## src/rtl/uart_pkg.sv

```systemverilog
// uart_pkg: constants shared by the UART transmit path.
//   UART_DATA_WIDTH    - width of one transmitted character (bits)
//   UART_TX_FIFO_DEPTH - default number of entries in the transmit FIFO
package uart_pkg;

  localparam int UART_DATA_WIDTH    = 8;
  localparam int UART_TX_FIFO_DEPTH = 16;

endpackage : uart_pkg

```

## src/rtl/uart_fifo_mem.sv

```systemverilog
// uart_fifo_mem: DEPTH x UART_DATA_WIDTH storage for the transmit FIFO.
// One synchronous write port and one asynchronous (combinational) read port,
// so the byte at the read pointer is visible in the same cycle it is addressed.
// Contents are deliberately not reset; validity is tracked by the pointers.
//   clock   - write clock
//   we_i    - write strobe
//   waddr_i - write address
//   wdata_i - write data
//   raddr_i - read address
//   rdata_o - read data (combinational from raddr_i)
module uart_fifo_mem
  import uart_pkg::*;
#(
  parameter int DEPTH = UART_TX_FIFO_DEPTH,
  parameter int AW    = $clog2(DEPTH)
) (
  input  logic                       clock,
  input  logic                       we_i,
  input  logic [AW-1:0]              waddr_i,
  input  logic [UART_DATA_WIDTH-1:0] wdata_i,
  input  logic [AW-1:0]              raddr_i,
  output logic [UART_DATA_WIDTH-1:0] rdata_o
);

  logic [UART_DATA_WIDTH-1:0] mem_q [DEPTH];

  always_ff @(posedge clock) begin
    if (we_i) begin
      mem_q[waddr_i] <= wdata_i;
    end
  end

  assign rdata_o = mem_q[raddr_i];

endmodule : uart_fifo_mem

```

## src/rtl/uart_tx_fifo.sv

```systemverilog
// uart_tx_fifo: byte FIFO feeding a UART transmitter, show-ahead read side.
//   clock       - rising-edge clock
//   resetN      - asynchronous active-low reset
//   clear       - synchronous flush (pointers, level, overflow)
//   writeEnable - push request; writeData - byte to push
//   full        - level == DEPTH
//   almostFull  - level >= AF_LEVEL
//   level       - number of stored bytes, 0..DEPTH
//   overflow    - sticky, set when a push is dropped because the FIFO is full
//   fifoData    - oldest byte while fifoEmpty is low, 8'h00 otherwise
//   fifoEmpty   - no stored byte
//   fifoReadAck - pop pulse from the transmitter
module uart_tx_fifo
  import uart_pkg::*;
#(
  parameter int DEPTH    = UART_TX_FIFO_DEPTH,
  parameter int AF_LEVEL = 12
) (
  input  logic                       clock,
  input  logic                       resetN,
  input  logic                       clear,
  input  logic                       writeEnable,
  input  logic [UART_DATA_WIDTH-1:0] writeData,
  output logic                       full,
  output logic                       almostFull,
  output logic [$clog2(DEPTH):0]     level,
  output logic                       overflow,
  output logic [UART_DATA_WIDTH-1:0] fifoData,
  output logic                       fifoEmpty,
  input  logic                       fifoReadAck
);

  localparam int AW = $clog2(DEPTH);
  typedef logic [AW:0] cnt_t;   // pointers carry an extra wrap bit

  localparam cnt_t ONE       = cnt_t'(1);
  localparam cnt_t DEPTH_LVL = cnt_t'(DEPTH);
  localparam cnt_t AF_LVL    = cnt_t'(AF_LEVEL);

  cnt_t wr_ptr_q, wr_ptr_d;
  cnt_t rd_ptr_q, rd_ptr_d;
  cnt_t level_q,  level_d;
  logic full_q,   full_d;
  logic empty_q,  empty_d;
  logic af_q,     af_d;
  logic ovf_q,    ovf_d;

  logic                       push_acc;
  logic                       pop_acc;
  logic                       mem_we;
  logic [UART_DATA_WIDTH-1:0] mem_rdata;

  // A pop is only real when something is stored. A push into a full FIFO is
  // still accepted when a pop frees the slot in the same cycle; the write then
  // lands in the slot being read out, which is safe because the read is
  // combinational and the write happens at the edge.
  assign pop_acc  = fifoReadAck & ~empty_q;
  assign push_acc = writeEnable & (~full_q | pop_acc);
  assign mem_we   = push_acc & ~clear;

  always_comb begin
    wr_ptr_d = wr_ptr_q;
    rd_ptr_d = rd_ptr_q;
    level_d  = level_q;
    ovf_d    = ovf_q;
    if (clear) begin
      wr_ptr_d = '0;
      rd_ptr_d = '0;
      level_d  = '0;
      ovf_d    = 1'b0;
    end else begin
      if (push_acc) wr_ptr_d = wr_ptr_q + ONE;
      if (pop_acc)  rd_ptr_d = rd_ptr_q + ONE;
      unique case ({push_acc, pop_acc})
        2'b10:   level_d = level_q + ONE;
        2'b01:   level_d = level_q - ONE;
        default: level_d = level_q;
      endcase
      if (writeEnable && full_q && !pop_acc) ovf_d = 1'b1;
    end
    // Flags are derived from the next level and registered with it.
    full_d  = (level_d == DEPTH_LVL);
    empty_d = (level_d == '0);
    af_d    = (level_d >= AF_LVL);
  end

  always_ff @(posedge clock or negedge resetN) begin
    if (!resetN) begin
      wr_ptr_q <= '0;
      rd_ptr_q <= '0;
      level_q  <= '0;
      full_q   <= 1'b0;
      empty_q  <= 1'b1;
      af_q     <= 1'b0;
      ovf_q    <= 1'b0;
    end else begin
      wr_ptr_q <= wr_ptr_d;
      rd_ptr_q <= rd_ptr_d;
      level_q  <= level_d;
      full_q   <= full_d;
      empty_q  <= empty_d;
      af_q     <= af_d;
      ovf_q    <= ovf_d;
    end
  end

  uart_fifo_mem #(
    .DEPTH (DEPTH),
    .AW    (AW)
  ) u_mem (
    .clock   (clock),
    .we_i    (mem_we),
    .waddr_i (wr_ptr_q[AW-1:0]),
    .wdata_i (writeData),
    .raddr_i (rd_ptr_q[AW-1:0]),
    .rdata_o (mem_rdata)
  );

  assign full       = full_q;
  assign almostFull = af_q;
  assign level      = level_q;
  assign overflow   = ovf_q;
  assign fifoEmpty  = empty_q;
  // Gated by the registered empty flag so reset blanks the output at once.
  assign fifoData   = empty_q ? '0 : mem_rdata;

endmodule : uart_tx_fifo

```

## config.mk

```make
export PLATFORM = sky130hd
export DESIGN_NAME = uart_tx_fifo
export DESIGN_NICKNAME = d
export VERILOG_FILES = /design/src/rtl/uart_pkg.sv /design/src/rtl/uart_fifo_mem.sv /design/src/rtl/uart_tx_fifo.sv
export SDC_FILE = /design/constraint.sdc
export NUM_CORES = 1
export LEC_CHECK = 0
export BUFFER_PORTS_ARGS = -buffer_cell sky130_fd_sc_hd__buf_2
export CAP_MARGIN = 10
export CORE_ASPECT_RATIO = 1.75
export CORE_MARGIN = 3
export CORE_UTILIZATION = 50
export DETAILED_ROUTE_END_ITERATION = 10
export GPL_TIMING_DRIVEN = 0
export PLACE_DENSITY = 0.72
export SYNTH_ARGS = -nofsm -noshare
export SYNTH_HDL_FRONTEND = slang
export SYNTH_SLANG_ARGS = --single-unit
```

## constraint.sdc

```tcl
create_clock -name clock -period 4.1 [get_ports clock]
set_input_delay 0.82 -clock clock [delete_from_list [all_inputs] [get_ports clock]]
set_output_delay 0.82 -clock clock [all_outputs]
set_load 0.02 [all_outputs]
```

==> results.py, run 1 <==
metrics = {
    "outcome": {
        "outcome": "finished clean",
    },
    "synth": {
        "netlist_area_mm2": 0.00590,
        "syn_inst": 308,
        "ys.flop_type": "edfxtp_1",
        "synthTopCellsByCount": "edfxtp_1, mux4_2, nor2_1",
        "async_flop_share": 0.117,
        "syn-num-nets": 329,
        "yosys_register_bits": 145,
        "ys_types": 35,
        "yosysSeqAreaShare": 0.724,
        "syn_avg_cell_area_um2": 19.2,
        "synthMostInstantiatedCell": "edfxtp_1",
        "synth_area_leaders": "edfxtp_1, mux4_2, dfrtp_1",
        "yosysWarnings": 0,
        "yosysTopAreaCell": "edfxtp_1",
        "synth_top_area_frac": 0.651,
        "synth_edf_count": 128,
    },
    "clock_tree": {
        "cts_setup_buffers": 0,
        "numCtsBuffers": 17,
        "clk_pin_slew_ns": 0.06,
        "htreeDepth": 4,
        "cts_tree": "done",
        "clkSinkCount": 145,
        "cts_buffer_depth": 2,
        "root_buffer": "clkbuf_16",
        "postCtsResizedCells": 0,
        "cts_hold_buf": 0,
        "clk_latency_ns": 0.41,
    },
    "route": {
        "via_per_inst": 5.84,
        "routed_wl_mm": 11.7,
        "wl_per_cell_um": 23.5,
        "drc": 0,
        "drt_iter0_drc": 238,
        "dr.pass1.iters": 4,
        "ant_nets": 0,
        "vias": 2922,
    },
    "timing": {
        "fin_ws_ns": 0.226,
        "skew_ns": 0.00588,
        "fin_crit_sh": 0.945,
        "hold_viol_final": 0,
        "setup_tns_ns": 0,
        "period_needed_ns": 3.87,
        "drv_slew": 0,
        "worst_slew_pin_slew_ns": 0.979,
        "rsz0062_at_grt": "no",
        "max_freq_mhz": 258,
        "setup_viol": 0,
        "maxSlewHeadroom": 0.345,
    },
    "global_routing": {
        "grt_pass1_wl_mm": 18.2,
        "antenna_found_initial": 0,
        "grt_pass1_vias": 3178,
        "grt_usage": 0.197,
        "grt_start_max_net_pins": 18,
        "globalRouteOverflowTotal": 0,
    },
    "placed_design": {
        "placed_cells": 468,
        "portBuffers": 28,
        "hpwlAfterDp_mm": 8.04,
        "dp_slack_ns": 0.422,
        "place.gp.congestion": 0.749,
    },
    "power_and_ir_drop": {
        "p_leak_nw": 2.33,
        "vdd_drop_max_v": 0.000356,
        "pwr-share-comb": 0.145,
        "p_sw_mw": 0.888,
        "p_int_mw": 2.86,
        "powerDensity_mw_per_mm2": 550,
        "p_clk_frac": 0.406,
        "switching_share": 0.237,
        "seqPwrFrac": 0.449,
        "power.total_mw": 3.75,
    },
    "critical_path": {
        "critPathArrivalTime_ns": 3.05,
        "crit_type": "reg -> out",
        "cp-start-kind": "flip-flop",
        "critPathCaptureType": "output pin",
        "path_max_fanout": 10,
        "path_cells": "clkbuf_1 -> clkbuf_1 -> mux4_2 -> mux4_2 -> nor2b_1 -> buf_2",
        "crit_slowest_cell": "clkbuf_1",
        "critPathLaunch": "rd_ptr_q[1]",
        "reg2reg_slack_ns": 0.75,
        "r2r_start": "fifoEmpty",
        "r2r_cells": 11,
        "slowest_delay_ns": 0.59,
        "crit_required_ns": 3.28,
        "r2r_end": "full",
        "cp-endpoint": "fifoData[5]",
    },
    "cells_and_area": {
        "instances_no_fill": 500,
        "drive_above_1_share": 0.291,
        "antenna_cells": 0,
        "area_growth_pct": 15.5,
        "multi_input_area_mm2": 0.00154,
        "final_util": 0.600,
        "fillers": 822,
        "ff_latch_area_mm2": 0.00427,
        "num-nets-final": 376,
    },
    "die": {
        "core_area_mm2": 0.0114,
        "start_util": 0.520,
        "dieArea_mm2": 0.0132,
        "die_w_um": 88.1,
        "die_h_um": 150,
        "io_pins": 30,
        "rows": 51,
    },
    "worst_hold_path": {
        "hold_path.class": "in -> async",
    },
    "job": {
        "cap_violations": 0,
    },
}
[worst min-delay path by stage]
stage,depth (start not counted),slack [ns],startpoint,end
after floorplan,0,0.52,resetN,almostFull
after global placement,2,0.49,overflow,overflow
after detailed placement,2,0.48,overflow,overflow
after CTS,1,0.32,resetN,level[1]
after global routing,1,0.33,resetN,level[0]
final,1,0.33,resetN,level[1]
[placed cells by master (no fill, tap or decap), drive strengths merged, types with 2 or more instances in the layout]
master	netlist	final
inv	6	6
nor2	25	25
dfrtp	16	16
ha	8	8
a31oi	2	2
a21o	2	2
nand2b	4	4
nor3	4	4
nand2	12	12
mux2i	2	2
a21oi	5	5
xor2	7	7
clkbuf	9	30
o21ai	3	3
clkinvlp	0	2
bufinv	0	3
nor2b	9	9
xnor2	3	3
edfxtp	128	128
mux4	40	40
nand3	2	2
clkinv	0	6
buf	8	36
[flip-flops by register name, indices dropped and copies added (netlist names)]
signal / cells
almostFull: 1
fifoEmpty: 1
full: 1
level: 5
overflow: 1
rd_ptr_q: 4
u_mem.mem_q: 128
wr_ptr_q: 4
[kinds of logic after synthesis]
logic type / share of synthesized area
AND/OR/NAND/NOR: 0.0513
multiplexers: 0.156
XOR/XNOR: 0.0148
flip-flops: 0.724
AO/OA/AOI/OAI: 0.0182
adder cells (fa/ha/maj): 0.0170
buffers and inverters: 0.0191
[worst max-delay path: cells and delay by family (launching register included)]
kind / cells / cell delay [ns]
buffers and inverters: 3 / 1.21
muxes: 2 / 0.92
DFF: 1 / 0.35
and+or+nand+nor: 1 / 0.16
[layout make-up]
cell class | count | area share
tap | 132 | 0.0242
timing repair buffer | 28 | 0.0206
clock buffer | 21 | 0.0661
clock inverter | 11 | 0.0202
buffer | 17 | 0.0132
multi-input combinational | 140 | 0.226
inverter | 6 | 0.00330
sequential | 145 | 0.627
[power groups by stage]
stage          clock network [mW]  registers (mW)  logic [mW]
2_1_floorplan                   0            1.73       0.369
3_3_place_gp                    0            1.71       0.535
3_5_place_dp                    0            1.71       0.552
4_1_cts                      1.54            1.68       0.554
5_1_grt                      1.60            1.69       0.590
6_report                     1.52            1.68       0.543
[metrics by stage]
| stage | area (um^2) | hold slack (ns) |
|---|---|---|
| floorplan | 5900 | 0.524 |
| global placement | 6210 | 0.488 |
| detailed placement | 6230 | 0.480 |
| CTS | 6820 | 0.324 |
| global route | 6820 | 0.334 |
| finish | 6820 | 0.328 |
[metal layers]
layer,track usage,share of wire,wire length (um)
met1,0.226,0.36,4240
met2,0.345,0.57,6680
met5,0,0,0
met3,0.0507,0.044,517
met4,0.0809,0.025,289
No activity file was read; power rests on OpenSTA's default activity.
==> run 2: changes to the inputs <==
--- a/config.mk
+++ b/config.mk
@@ -13,6 +13,7 @@
 export DETAILED_ROUTE_END_ITERATION = 10
 export GPL_TIMING_DRIVEN = 0
 export PLACE_DENSITY = 0.72
+export RECOVER_POWER = 25
 export SYNTH_ARGS = -nofsm -noshare
 export SYNTH_HDL_FRONTEND = slang
 export SYNTH_SLANG_ARGS = --single-unit
==> run 2 against run 1 <==
Count of clock-buffer cells in the layout stayed put. Setup slack got worse by 0.0011 ns. Sequential power about the same. Sequential cell count unchanged. Non-clock buffer count unchanged. Register-to-register slack barely moved. Die area did not move. Final area decreased by 0.11%. Global-route usage unchanged. Clock power about the same.
==> results.py, run 2 (synthesized netlist as in run 1, its figures left out) <==
metrics = {
    "power_and_ir_drop": {
        "vdd_drop_max_v": 0.000356,
        "power.total_mw": 3.75,
        "powerDensity_mw_per_mm2": 550,
        "p_leak_nw": 2.32,
    },
    "die": {
        "die_w_um": 88.1,
        "start_util": 0.520,
        "dieArea_mm2": 0.0132,
        "die_h_um": 150,
        "io_pins": 30,
        "core_area_mm2": 0.0114,
        "rows": 51,
    },
    "route": {
        "vias": 2927,
        "dr.pass1.iters": 4,
        "via_per_inst": 5.85,
        "routed_wl_mm": 11.7,
        "wl_per_cell_um": 23.5,
        "drt_iter0_drc": 238,
        "drc": 0,
        "ant_nets": 0,
    },
    "clock_tree": {
        "cts_buffer_depth": 2,
        "clk_latency_ns": 0.41,
        "cts_setup_buffers": 0,
        "clk_pin_slew_ns": 0.05,
        "htreeDepth": 4,
        "root_buffer": "clkbuf_16",
        "cts_tree": "done",
        "clkSinkCount": 145,
        "numCtsBuffers": 17,
        "postCtsResizedCells": 0,
        "cts_hold_buf": 0,
    },
    "cells_and_area": {
        "drive_above_1_share": 0.274,
        "num-nets-final": 376,
        "max_flop_register": "u_mem.mem_q",
        "fillers": 822,
        "antenna_cells": 0,
        "area_growth_pct": 15.3,
        "final_cell_mix": "edfxtp_1, mux4_2, nor2_1",
        "largest_reg_flops": 128,
        "final_util": 0.599,
        "layout_commonest_cell": "edfxtp_1",
    },
    "placed_design": {
        "hpwlAfterDp_mm": 8.04,
        "dp_slack_ns": 0.422,
        "portBuffers": 28,
        "place.gp.congestion": 0.749,
    },
    "global_routing": {
        "grt_start_max_net_pins": 18,
        "grt_usage": 0.197,
        "grt_pass1_vias": 3178,
        "globalRouteOverflowTotal": 0,
        "grt_pass1_wl_mm": 18.2,
        "antenna_found_initial": 0,
    },
    "critical_path": {
        "crit_required_ns": 3.28,
        "critPathLaunch": "rd_ptr_q[1]",
        "r2r_end": "full",
        "path_max_fanout": 10,
        "crit_type": "reg -> out",
        "r2r_start": "fifoEmpty",
        "critPathCaptureType": "output pin",
        "critPathArrivalTime_ns": 3.06,
        "cp-start-kind": "flip-flop",
        "cp-endpoint": "fifoData[5]",
        "r2r_cells": 11,
        "reg2reg_slack_ns": 0.74,
    },
    "timing": {
        "rsz0062_at_grt": "no",
        "fin_crit_sh": 0.945,
        "fin_ws_ns": 0.225,
        "setup_viol": 0,
        "max_freq_mhz": 258,
        "skew_ns": 0.00604,
        "worst_slew_pin_slew_ns": 0.979,
        "hold_viol_final": 0,
        "setup_tns_ns": 0,
        "drv_slew": 0,
        "maxSlewHeadroom": 0.345,
        "hold_ws_ns": 0.511,
        "period_needed_ns": 3.88,
    },
    "outcome": {
        "outcome": "finished clean",
    },
    "worst_hold_path": {
        "hold_start": "overflow",
        "hold_path.class": "reg -> reg",
        "worstHoldPathCells": 2,
    },
    "job": {
        "cap_violations": 0,
    },
}
## run 2: cell types whose count changed in the layout (fill, tap and decap cells not counted)
cell | before | now
buf_2 | 28 | 22
clkbuf_1 | 12 | 18
## run 2: worst min-delay path by stage
stage	to	slack (ns)
2_1_floorplan	almostFull	0.52
3_3_place_gp	overflow	0.49
3_5_place_dp	overflow	0.48
4_1_cts	level[1]	0.32
5_1_grt	overflow	0.53
6_report	overflow	0.51
## run 2: area by class of cell
type / instances / area, um^2 / area share
Buffer: 17 / 90.1 / 0.0132
Clock buffer: 21 / 450 / 0.0662
Clock inverter: 11 / 138 / 0.0202
Inverter: 6 / 22.5 / 0.00331
Multi-Input combinational cell: 140 / 1540 / 0.226
Sequential cell: 145 / 4270 / 0.627
Tap cell: 132 / 165 / 0.0243
Timing Repair Buffer: 28 / 133 / 0.0195
## run 2: stage by stage
stage / area, um^2 / std cells
floorplan: 5900 / 308
global placement: 6210 / 468
detailed placement: 6230 / 468
CTS: 6820 / 500
global route: 6810 / 500
finish: 6810 / 500
## run 2: per-layer routing
layer	wire length (um)	vias up	GRT usage	share of wire
met5	0	-	0	0
met4	289	0	0.0809	0.025
met3	474	18	0.0507	0.040
met2	6670	87	0.345	0.57
met1	4300	1515	0.226	0.37
li1	-	1307	-	-
## run 2: power breakdown
group	total (mW)	internal [mW]	switching, mW	leakage [nW]
Combinational	0.542	0.243	0.299	0.648
Sequential	1.68	1.65	0.0346	1.38
Clock	1.52	0.967	0.555	0.284
Total	3.75	2.86	0.889	2.32
## run 2: critical path: stages, from the launching register on
cell	delay, ns
dfrtp_1	0.35
clkbuf_1	0.46
clkbuf_1	0.59
mux4_2	0.41
mux4_2	0.51
nor2b_1	0.16
buf_2	0.16
==> run 3: changes to the inputs <==
--- a/config.mk
+++ b/config.mk
@@ -12,7 +12,7 @@
 export CORE_UTILIZATION = 50
 export DETAILED_ROUTE_END_ITERATION = 10
 export GPL_TIMING_DRIVEN = 0
-export PLACE_DENSITY = 0.72
+export PLACE_DENSITY = 0.75
 export RECOVER_POWER = 25
 export SYNTH_ARGS = -nofsm -noshare
 export SYNTH_HDL_FRONTEND = slang
==> constraint.sdc (replaced) <==
create_clock -name clock -period 3.4 [get_ports clock]
set_input_delay 0.68 -clock clock [delete_from_list [all_inputs] [get_ports clock]]
set_output_delay 0.68 -clock clock [all_outputs]
set_load 0.02 [all_outputs]
==> run 3 against run 2 <==
Final area rose by 0.74%. Highest routed layer unchanged. Cell count decreased by 0.20%. Global-route usage rose by 0.54 points.
==> results.py, run 3 (synthesized netlist as in run 1, its figures left out) <==
metrics = {
    "outcome": {
        "outcome": "finished clean",
    },
    "power_and_ir_drop": {
        "powerDensity_mw_per_mm2": 678,
        "power.total_mw": 4.65,
        "p_leak_nw": 2.34,
        "vdd_drop_max_v": 0.000553,
    },
    "critical_path": {
        "worstPathBufferInverterCount": 3,
        "cp_top_family": "multiplexers",
        "crit_type": "reg -> out",
        "critPathCaptureType": "output pin",
        "cpMostUsedCell": "mux4_2",
        "path_cells": "buf_4 -> buf_6 -> mux4_2 -> mux4_2 -> nor2b_1 -> buf_2",
        "cp-start-kind": "flip-flop",
        "crit_slowest_cell": "mux4_2",
        "crit_required_ns": 2.72,
        "slowest_delay_ns": 0.55,
        "critPathArrivalTime_ns": 2.56,
        "path_max_fanout": 10,
    },
    "die": {
        "die_w_um": 88.1,
        "io_pins": 30,
        "rows": 51,
        "core_area_mm2": 0.0114,
        "start_util": 0.520,
        "dieArea_mm2": 0.0132,
        "die_h_um": 150,
    },
    "timing": {
        "skew_ns": 0.00880,
        "setup_tns_ns": 0,
        "fin_crit_sh": 0.954,
        "drv_slew": 0,
        "setup_viol": 0,
        "worst_slew_pin_slew_ns": 0.992,
        "max_freq_mhz": 308,
        "period_needed_ns": 3.24,
        "maxSlewHeadroom": 0.336,
        "hold_viol_final": 0,
        "hold_ws_ns": 0.379,
    },
    "clock_tree": {
        "cts_hold_buf": 0,
        "cts_buffer_depth": 2,
        "cts_tree": "done",
        "root_buffer": "clkbuf_16",
        "cts_setup_buffers": 0,
        "clk_pin_slew_ns": 0.06,
        "clkSinkCount": 145,
        "numCtsBuffers": 17,
        "htreeDepth": 4,
        "clk_latency_ns": 0.42,
    },
    "cells_and_area": {
        "max_flop_register": "u_mem.mem_q",
        "layout_commonest_cell": "edfxtp_1",
        "largest_reg_flops": 128,
        "drive_above_1_share": 0.294,
        "final_cell_mix": "edfxtp_1, mux4_2, nor2_1",
        "area_growth_pct": 16.2,
        "num-nets-final": 375,
        "instances_no_fill": 499,
        "antenna_cells": 0,
    },
    "global_routing": {
        "grtUsageMet1": 0.226,
        "top_usage_layer": "met2",
        "grt_pass1_vias": 3222,
        "globalRouteOverflowTotal": 0,
        "grt_usage": 0.202,
        "grt_pass1_wl_mm": 18.5,
        "met3_usage": 0.0545,
        "grt_start_max_net_pins": 18,
        "antenna_found_initial": 0,
        "met2_usage": 0.363,
    },
    "placed_design": {
        "place.gp.congestion": 0.787,
        "hpwlAfterDp_mm": 8.17,
        "placed_cells": 468,
        "portBuffers": 28,
    },
    "route": {
        "routed_wl_mm": 12.0,
        "ant_nets": 0,
        "drt_iter0_drc": 239,
        "wl_per_cell_um": 24.1,
        "via_per_inst": 5.92,
        "drc": 0,
        "vias": 2953,
        "dr.pass1.iters": 4,
    },
    "job": {
        "cap_violations": 0,
    },
    "worst_hold_path": {
        "hold_path.class": "in -> async",
    },
}
==> run 3: cell count changes in the layout (fill, tap and decap cells not counted), sizes merged <==
| cell | previous run | this run |
|---|---|---|
| clkinv | 6 | 1 |
| buf | 30 | 31 |
| clkinvlp | 2 | 3 |
| clkbuf | 36 | 31 |
| inv | 6 | 12 |
| bufinv | 3 | 4 |
==> run 3: what timing repair did <==
item                       4_1_cts  5_1_grt
setup endpoints to repair        8        8
resized for setup                3        4
gates cloned                     0        0
==> run 3: worst register-to-register path: stages, from the launching register on <==
cell and delay [ns]:
dfstp_2 0.65, nand2b_1 0.20, a21boi_1 0.15, inv_1 0.19
ha_2 0.29, xor2_1 0.16, ha_1 0.21, or3b_2 0.45
a32oi_1 0.25, xor2_1 0.27, nor2_1 0.09, and4_1 0.21
==> run 3: power breakdown <==
group          switching, mW  internal (mW)  total [mW]
Clock                  0.729           1.24        1.97
Sequential            0.0446           1.99        2.03
Combinational          0.353          0.294       0.646
==> run 3: area by class of cell <==
type | count | area (um^2)
multi-input cells | 140 | 1540
clock buffers | 18 | 429
clock inverters | 14 | 204
fillers | 802 | 4500
repair buffers | 28 | 133
inverters | 6 | 22.5
well taps | 132 | 165
flip-flops and latches | 145 | 4270
plain buffers | 16 | 92.6
==> run 3: path summary, 6_finish.rpt <==
check / to / depth (start not counted) / slack, ns / startpoint
max in group asynchronous: wr_ptr_q[3] / 1 / 2.45 / resetN
hold reg to reg: overflow / 2 / 0.54 / overflow
setup reg to reg: full / 11 / 0.17 / fifoEmpty
setup / recovery: fifoData[6] / 6 / 0.16 / rd_ptr_q[0]
hold / removal: almostFull / 1 / 0.38 / resetN
min in group clock: overflow / 2 / 0.54 / overflow
==> run 3: per-stage QoR <==
stage	worst slack, ns	area (um^2)	utilization
detailed placement	-0.0682	6230	0.548
global route	-0.0109	6860	0.604
global placement	-0.0187	6210	0.546
floorplan	0.383	5900	-
finish	0.157	6860	0.604
CTS	0.00137	6860	0.604
==> run 3: layer usage <==
layer | up-vias | part of all wire
met4 | 0 | 0.023
met2 | 99 | 0.58
met5 | - | 0
met3 | 17 | 0.054
met1 | 1522 | 0.34
li1 | 1315 | -
